<file path="src/rtl/gray_pkg.sv">
// Shared Gray-code definitions: the counter FSM state type and a width-agnostic
// binary-to-Gray conversion, reused by both the counter and the Gray-to-binary side.
package gray_pkg;

    // Widest code the conversion function handles; callers zero-extend and truncate.
    localparam int unsigned MaxWidth = 64;

    typedef enum logic {
        StIdle = 1'b0,
        StRun  = 1'b1
    } state_e;

    // Zero-extending a narrower value leaves its Gray code unchanged in the low bits.
    function automatic logic [MaxWidth-1:0] bin_to_gray(input logic [MaxWidth-1:0] bin);
        return bin ^ (bin >> 1);
    endfunction

endpackage

</file>
<file path="src/rtl/bin2gray.sv">
// Combinational binary-to-Gray converter, WIDTH bits wide.
module bin2gray
    import gray_pkg::*;
#(
    parameter int unsigned WIDTH = 4
) (
    input  logic [WIDTH-1:0] i_bin,
    output logic [WIDTH-1:0] o_gray
);

    assign o_gray = WIDTH'(bin_to_gray(MaxWidth'(i_bin)));

endmodule

</file>
<file path="src/rtl/gray_counter.sv">
// Up/down Gray-code counter with a valid/ready output handshake, a load port and a
// one-cycle wrap pulse. All outputs are registered.
module gray_counter
    import gray_pkg::*;
#(
    parameter int unsigned WIDTH = 4
) (
    input  logic             clk,
    input  logic             rst,
    input  logic             en,
    input  logic             up_dn,
    input  logic             load,
    input  logic [WIDTH-1:0] load_bin,
    input  logic             out_ready,
    output logic             out_valid,
    output logic [WIDTH-1:0] gray_out,
    output logic [WIDTH-1:0] bin_out,
    output logic             wrap
);

    state_e           r_state;
    state_e           w_state_nxt;
    logic [WIDTH-1:0] r_bin;
    logic [WIDTH-1:0] w_bin_nxt;
    logic [WIDTH-1:0] r_gray;
    logic [WIDTH-1:0] w_gray_nxt;
    logic             r_wrap;
    logic             w_wrap_nxt;

    always_comb begin
        w_state_nxt = r_state;
        w_bin_nxt   = r_bin;
        w_wrap_nxt  = 1'b0;

        if (load) begin
            // Load wins over any handshake in the same cycle.
            w_state_nxt = StIdle;
            w_bin_nxt   = load_bin;
        end else begin
            unique case (r_state)
                StIdle: begin
                    if (en) begin
                        w_state_nxt = StRun;
                    end
                end
                StRun: begin
                    if (out_ready) begin
                        if (up_dn) begin
                            w_bin_nxt  = r_bin + WIDTH'(1);
                            w_wrap_nxt = (r_bin == '1);
                        end else begin
                            w_bin_nxt  = r_bin - WIDTH'(1);
                            w_wrap_nxt = (r_bin == '0);
                        end
                        w_state_nxt = en ? StRun : StIdle;
                    end
                end
                default: begin
                    w_state_nxt = StIdle;
                end
            endcase
        end
    end

    bin2gray #(
        .WIDTH(WIDTH)
    ) u_bin2gray (
        .i_bin (w_bin_nxt),
        .o_gray(w_gray_nxt)
    );

    always_ff @(posedge clk) begin
        if (rst) begin
            r_state <= StIdle;
            r_bin   <= '0;
            r_gray  <= '0;
            r_wrap  <= 1'b0;
        end else begin
            r_state <= w_state_nxt;
            r_bin   <= w_bin_nxt;
            r_gray  <= w_gray_nxt;
            r_wrap  <= w_wrap_nxt;
        end
    end

    assign out_valid = (r_state == StRun);
    assign gray_out  = r_gray;
    assign bin_out   = r_bin;
    assign wrap      = r_wrap;

endmodule

</file>
<file path="config.mk">
export PLATFORM = sky130hd
export DESIGN_NAME = gray_counter
export DESIGN_NICKNAME = d
export VERILOG_FILES = /design/src/rtl/gray_pkg.sv /design/src/rtl/bin2gray.sv /design/src/rtl/gray_counter.sv
export SDC_FILE = /design/constraint.sdc
export NUM_CORES = 1
export LEC_CHECK = 0
export CAP_MARGIN = 20
export CORE_AREA = 10 10 47 49
export DETAILED_ROUTE_END_ITERATION = 6
export DIE_AREA = 0 0 57 59
export PLACE_DENSITY = 0.82
export REMOVE_ABC_BUFFERS = 1
export SETUP_SLACK_MARGIN = 0.5
export SLEW_MARGIN = 40
export SYNTH_ARGS = -nofsm -noshare
export SYNTH_HDL_FRONTEND = slang
export SYNTH_SLANG_ARGS = --single-unit
export TNS_END_PERCENT = 5
</file>
<file path="constraint.sdc">
create_clock -name clk -period 5.2 [get_ports clk]
set_input_delay 1.04 -clock clk [delete_from_list [all_inputs] [get_ports clk]]
set_output_delay 1.04 -clock clk [all_outputs]
set_load 0.02 [all_outputs]
</file>
Word level (Yosys, flattened, before mapping) --
Index checks and enable logic that the tools add are counted.
Storage, ports and cells: bits in registers 10, word-level logic and storage cells 21, input port bits 10, output and inout port bits 10
Cells by class: bitwise logic cells 3, $add $sub $neg 2, equality and inequality tests 1, reduce and logical (&&, ||, !) cells 3, mux-type cells 8
Operators by type and width (count):
- 4-bit two-way mux | 4
- 4-bit by 1-bit adder with 4-bit output (second input constant) | 1
- 4-bit equality test (second input constant) | 1
- 4-bit zero test | 1
- 4-bit OR reduction | 1
- 4-bit by 1-bit subtractor with 4-bit output (second input constant) | 1
- 4-bit by 3-bit XOR with 4-bit output | 1
- 1-bit two-way mux | 3
- 1-bit NOT | 2
- 1-bit case mux with 2 select lines | 1
- 2-bit OR reduction | 1

Logic depth before layout (Yosys ltp) --
word-level depth 6, gate-level depth with buffers 7

Modules after synthesis --
From an unflattened synthesis, not the netlist that was laid out.
Unflattened totals: cell total of the unflattened synthesis 59, area total of the unflattened synthesis 524.3 µm²
Modules (own cells, without submodules):
- gray_counter | seq. area each 200.2 µm², area an instance 490.5 µm², times used 1, cells an instance 55
- bin2gray | seq. area each 0.0 µm², area an instance 33.8 µm², times used 1, cells an instance 4

Least setup slack after synthesis --
No wires, ideal clock.
kind input to register, start input port up_dn, end register r_gray[2] (netlist: gray_out[2]), data arrival time 2.491 ns, data required time 5.079 ns, path slack 2.588 ns, cell stages on the path 7, path through inv_1 ha_1 a21oi_2 a2111oi_0 nor4b_1 nand2_1 mux2_4
Between the ends: word-level cells in the longest chain between the ends 5
Ends and longest elaborated chain:
- from (decl) | line gray_counter.sv:11 | input logic up_dn,
- 4-bit two-way mux | line gray_counter.sv:48 | if (up_dn) begin
- 4-bit two-way mux | line gray_counter.sv:47 | if (out_ready) begin
- 4-bit two-way mux | line gray_counter.sv:40 | unique case (r_state)
- 4-bit two-way mux | line gray_counter.sv:35 | if (load) begin
- 4-bit by 3-bit XOR with 4-bit output | line gray_pkg.sv:15 | return bin ^ (bin >> 1);
- to (signal assigned) | line gray_counter.sv:81 | r_gray <= w_gray_nxt;
- to (decl) | line gray_counter.sv:25 | logic [WIDTH-1:0] r_gray;
Every way passes these cells. A chain may end at the register's enable or synchronous reset.

Worst setup path in the final report --
Same ends and word-level chain as after synthesis.

==> impl_metrics.tcl <==
set metrics [dict create \
    status "complete, no violations" \
    antennaDiodeCount 0 \
    maxCapViolations 0 \
    first_iter_violations 8 \
    area_delta_synth_final_pct 39.54 \
    timing.slew.headroom_pct 71.88 \
    core_mm2 0.001401 \
    clock.fmax_mhz 317.6 \
    final_common_cell "clkdlybuf4s50_1" \
    final_util_pct 54.20 \
    placed_cell_area_um2 732.0 \
    worstPathRequired_ns 5.34 \
    io_pins 20 \
    finalCritPeriodShare_pct 60.55 \
    first_pass_iters 3 \
    fp.dieW_um 57 \
    crit_arrival_ns 3.29 \
    met1Wirelength_um 543 \
    clock_tree.root_cell "clkbuf_4" \
    ys_warn_count 0 \
    die_y_um 59 \
    worst_clock_skew_ns 0.007714 \
    numPortBuffers 19 \
    antenna_found_initial 0 \
    startpoint_type "input pin" \
    clkLatencyLatePin_ns 0.26 \
    grt_use_total_pct 8.507 \
    final.setup.tns_ns 0 \
    final_cell_mix "19 x clkdlybuf4s50_1, 9 x dfxtp_1, 5 x inv_1, 5 x nor2_1, 4 x a21oi_1" \
    vias 477 \
    clock-sinks 9 \
    cp_slowest_cell "clkdlybuf4s50_1" \
    post-route-min-period_ns 3.149 \
    cts_setup_buffers 0 \
    initial_core_util_pct 38.84 \
    routed_via_density 5.074 \
    crit_chain "clkdlybuf4s50_1, inv_1, ha_1, a21oi_2, a2111oi_0, nor4b_1, nand2_1, mux2_4" \
    route.met3.wl_um 86 \
    wl_per_cell_um 14.09 \
    numCtsBuffers 3 \
    yosysSeqAreaShare_pct 33.10 \
    drc_errors 0 \
    ctsHoldBuffers 0 \
    design_area_um2 759.5 \
    power_density_mw_per_mm2 243.3 \
    grt_max_degree 12 \
    crit_type "in -> reg" \
    routed_wirelength_mm 1.324 \
    p_leak_nw 0.2966 \
    final_nets 92 \
    placed_cells 90 \
    cts_tree "built" \
    grt_pass1_vias 500 \
    ant_nets 0 \
    crit_path_max_incr_delay_ns 0.57 \
    die-area_mm2 0.003363 \
    clockBufferDepth 2 \
    route.met2.wl_um 681 \
    vdd_drop_max_uv 187.6 \
    hold_class "reg -> reg" \
    ctsResizeCount 0 \
    ys_types 32 \
    syn-cell-area_um2 544.3 \
    drive_gt1_share_pct 11.54 \
    setup_viol 0 \
    syn_inst 58 \
    ff2ff_setup_slack_ns 3.13 \
    grt_pass1_wl_mm 2.318 \
    finalNonFillerCells 94 \
    rsz0062_at_grt "false" \
    synth-seq-cells 9 \
    maxSlewViolCount 0 \
    gp_congestion 0.8354 \
    worstMarginPinSlew_ns 0.4205 \
    grt_overflow 0 \
    top_layer "met4" \
    crit_fanout 5 \
    dp_hpwl_mm 1.096 \
    rows 14 \
    htreeDepth 1 \
    synth.avg_cell_area_um2 9.384 \
    path_clk_slew_ns 0.06 \
    cp-end-kind "register" \
    hold_viol_final 0 \
]
[synth_stat cells (all sizes together)]
master / number / area share, %
xor2: 2 / 3.2
inv: 5 / 3.4
a21o: 1 / 1.6
ha: 2 / 4.6
a311oi: 1 / 1.6
xnor2: 2 / 3.2
nor3b: 1 / 1.4
a31oi: 1 / 1.2
nor4b: 1 / 1.6
fa: 1 / 3.7
nand4bb: 1 / 2.1
a2111oi: 2 / 3.2
buf: 2 / 3.4
nand3: 1 / 1.8
nor3: 2 / 1.8
nor4bb: 1 / 1.8
clkbuf: 1 / 0.69
mux2: 2 / 4.8
nand2: 2 / 1.8
nor2b: 2 / 2.3
dfxtp: 9 / 33
and4: 1 / 1.6
nor2: 5 / 3.4
nand4: 1 / 1.2
a21oi: 5 / 5.3
nor4: 1 / 1.2
nand2b: 1 / 1.2
mux2i: 2 / 3.7
[final timing paths]
path              start          end  depth (start not counted)
max               up_dn  gray_out[2]                          8
max reg2reg  bin_out[0]  gray_out[2]                          7
min reg2reg  bin_out[3]         wrap                          2
min          bin_out[3]         wrap                          2
[state kept, by name (all words and copies together) (netlist names)]
| signal | cells |
|---|---|
| bin_out | 4 |
| gray_out | 3 |
| out_valid | 1 |
| wrap | 1 |
[layout make-up]
type | instances | area, um2
Tap cell | 16 | 20.02
Clock inverter | 1 | 5.005
Multi-Input combinational cell | 41 | 322.8
Clock buffer | 3 | 22.52
Sequential cell | 9 | 180.2
Fill cell | 131 | 641.9
Inverter | 5 | 18.77
Timing Repair Buffer | 19 | 190.2
[critical path, delay by kind of cell]
kind | cells | cell delay (ns)
AOI/OAI and AO/OA | 2 | 0.35
muxes | 1 | 0.31
buffers and inverters | 2 | 0.69
adders and majority gates | 1 | 0.37
and+or+nand+nor | 2 | 0.52
[report_power, final]
| group | switching (mW) | internal [mW] | total [mW] |
|---|---|---|---|
| clock network | 0.0239 | 0.0283 | 0.0522 |
| registers | 0.00390 | 0.0743 | 0.0782 |
| logic | 0.0267 | 0.0278 | 0.0545 |
| total | 0.0545 | 0.130 | 0.185 |
[cells by family (layout without fill, tap and decap cells)]
| logic type | after synthesis | count (layout) | share of synthesized area, % |
|---|---|---|---|
| AO/OA/AOI/OAI | 10 | 10 | 12.88 |
| XOR/XNOR | 4 | 4 | 6.438 |
| adder cells (fa/ha/maj) | 3 | 3 | 8.275 |
| buffers and inverters | 8 | 28 | 7.586 |
| flip-flops | 9 | 9 | 33.10 |
| multiplexers | 4 | 4 | 8.505 |
| AND/OR/NAND/NOR | 20 | 20 | 23.22 |
[layer usage]
layer,vias up,track usage [%]
met5,-,0
met4,0,6.040
met3,2,3.004
met2,10,13.33
met1,218,9.375
li1,247,-
[stage by stage]
step	worst slack, ns	hold WS [ns]	total power, mW
floorplan	2.579	0.6330	0.1083
global placement	1.817	0.5755	0.1331
detailed placement	1.771	0.5808	0.1344
CTS	2.044	0.5857	0.1895
global route	1.886	0.6210	0.1961
finish	2.051	0.5880	0.1848
No activity file was read; power rests on OpenSTA's default activity.
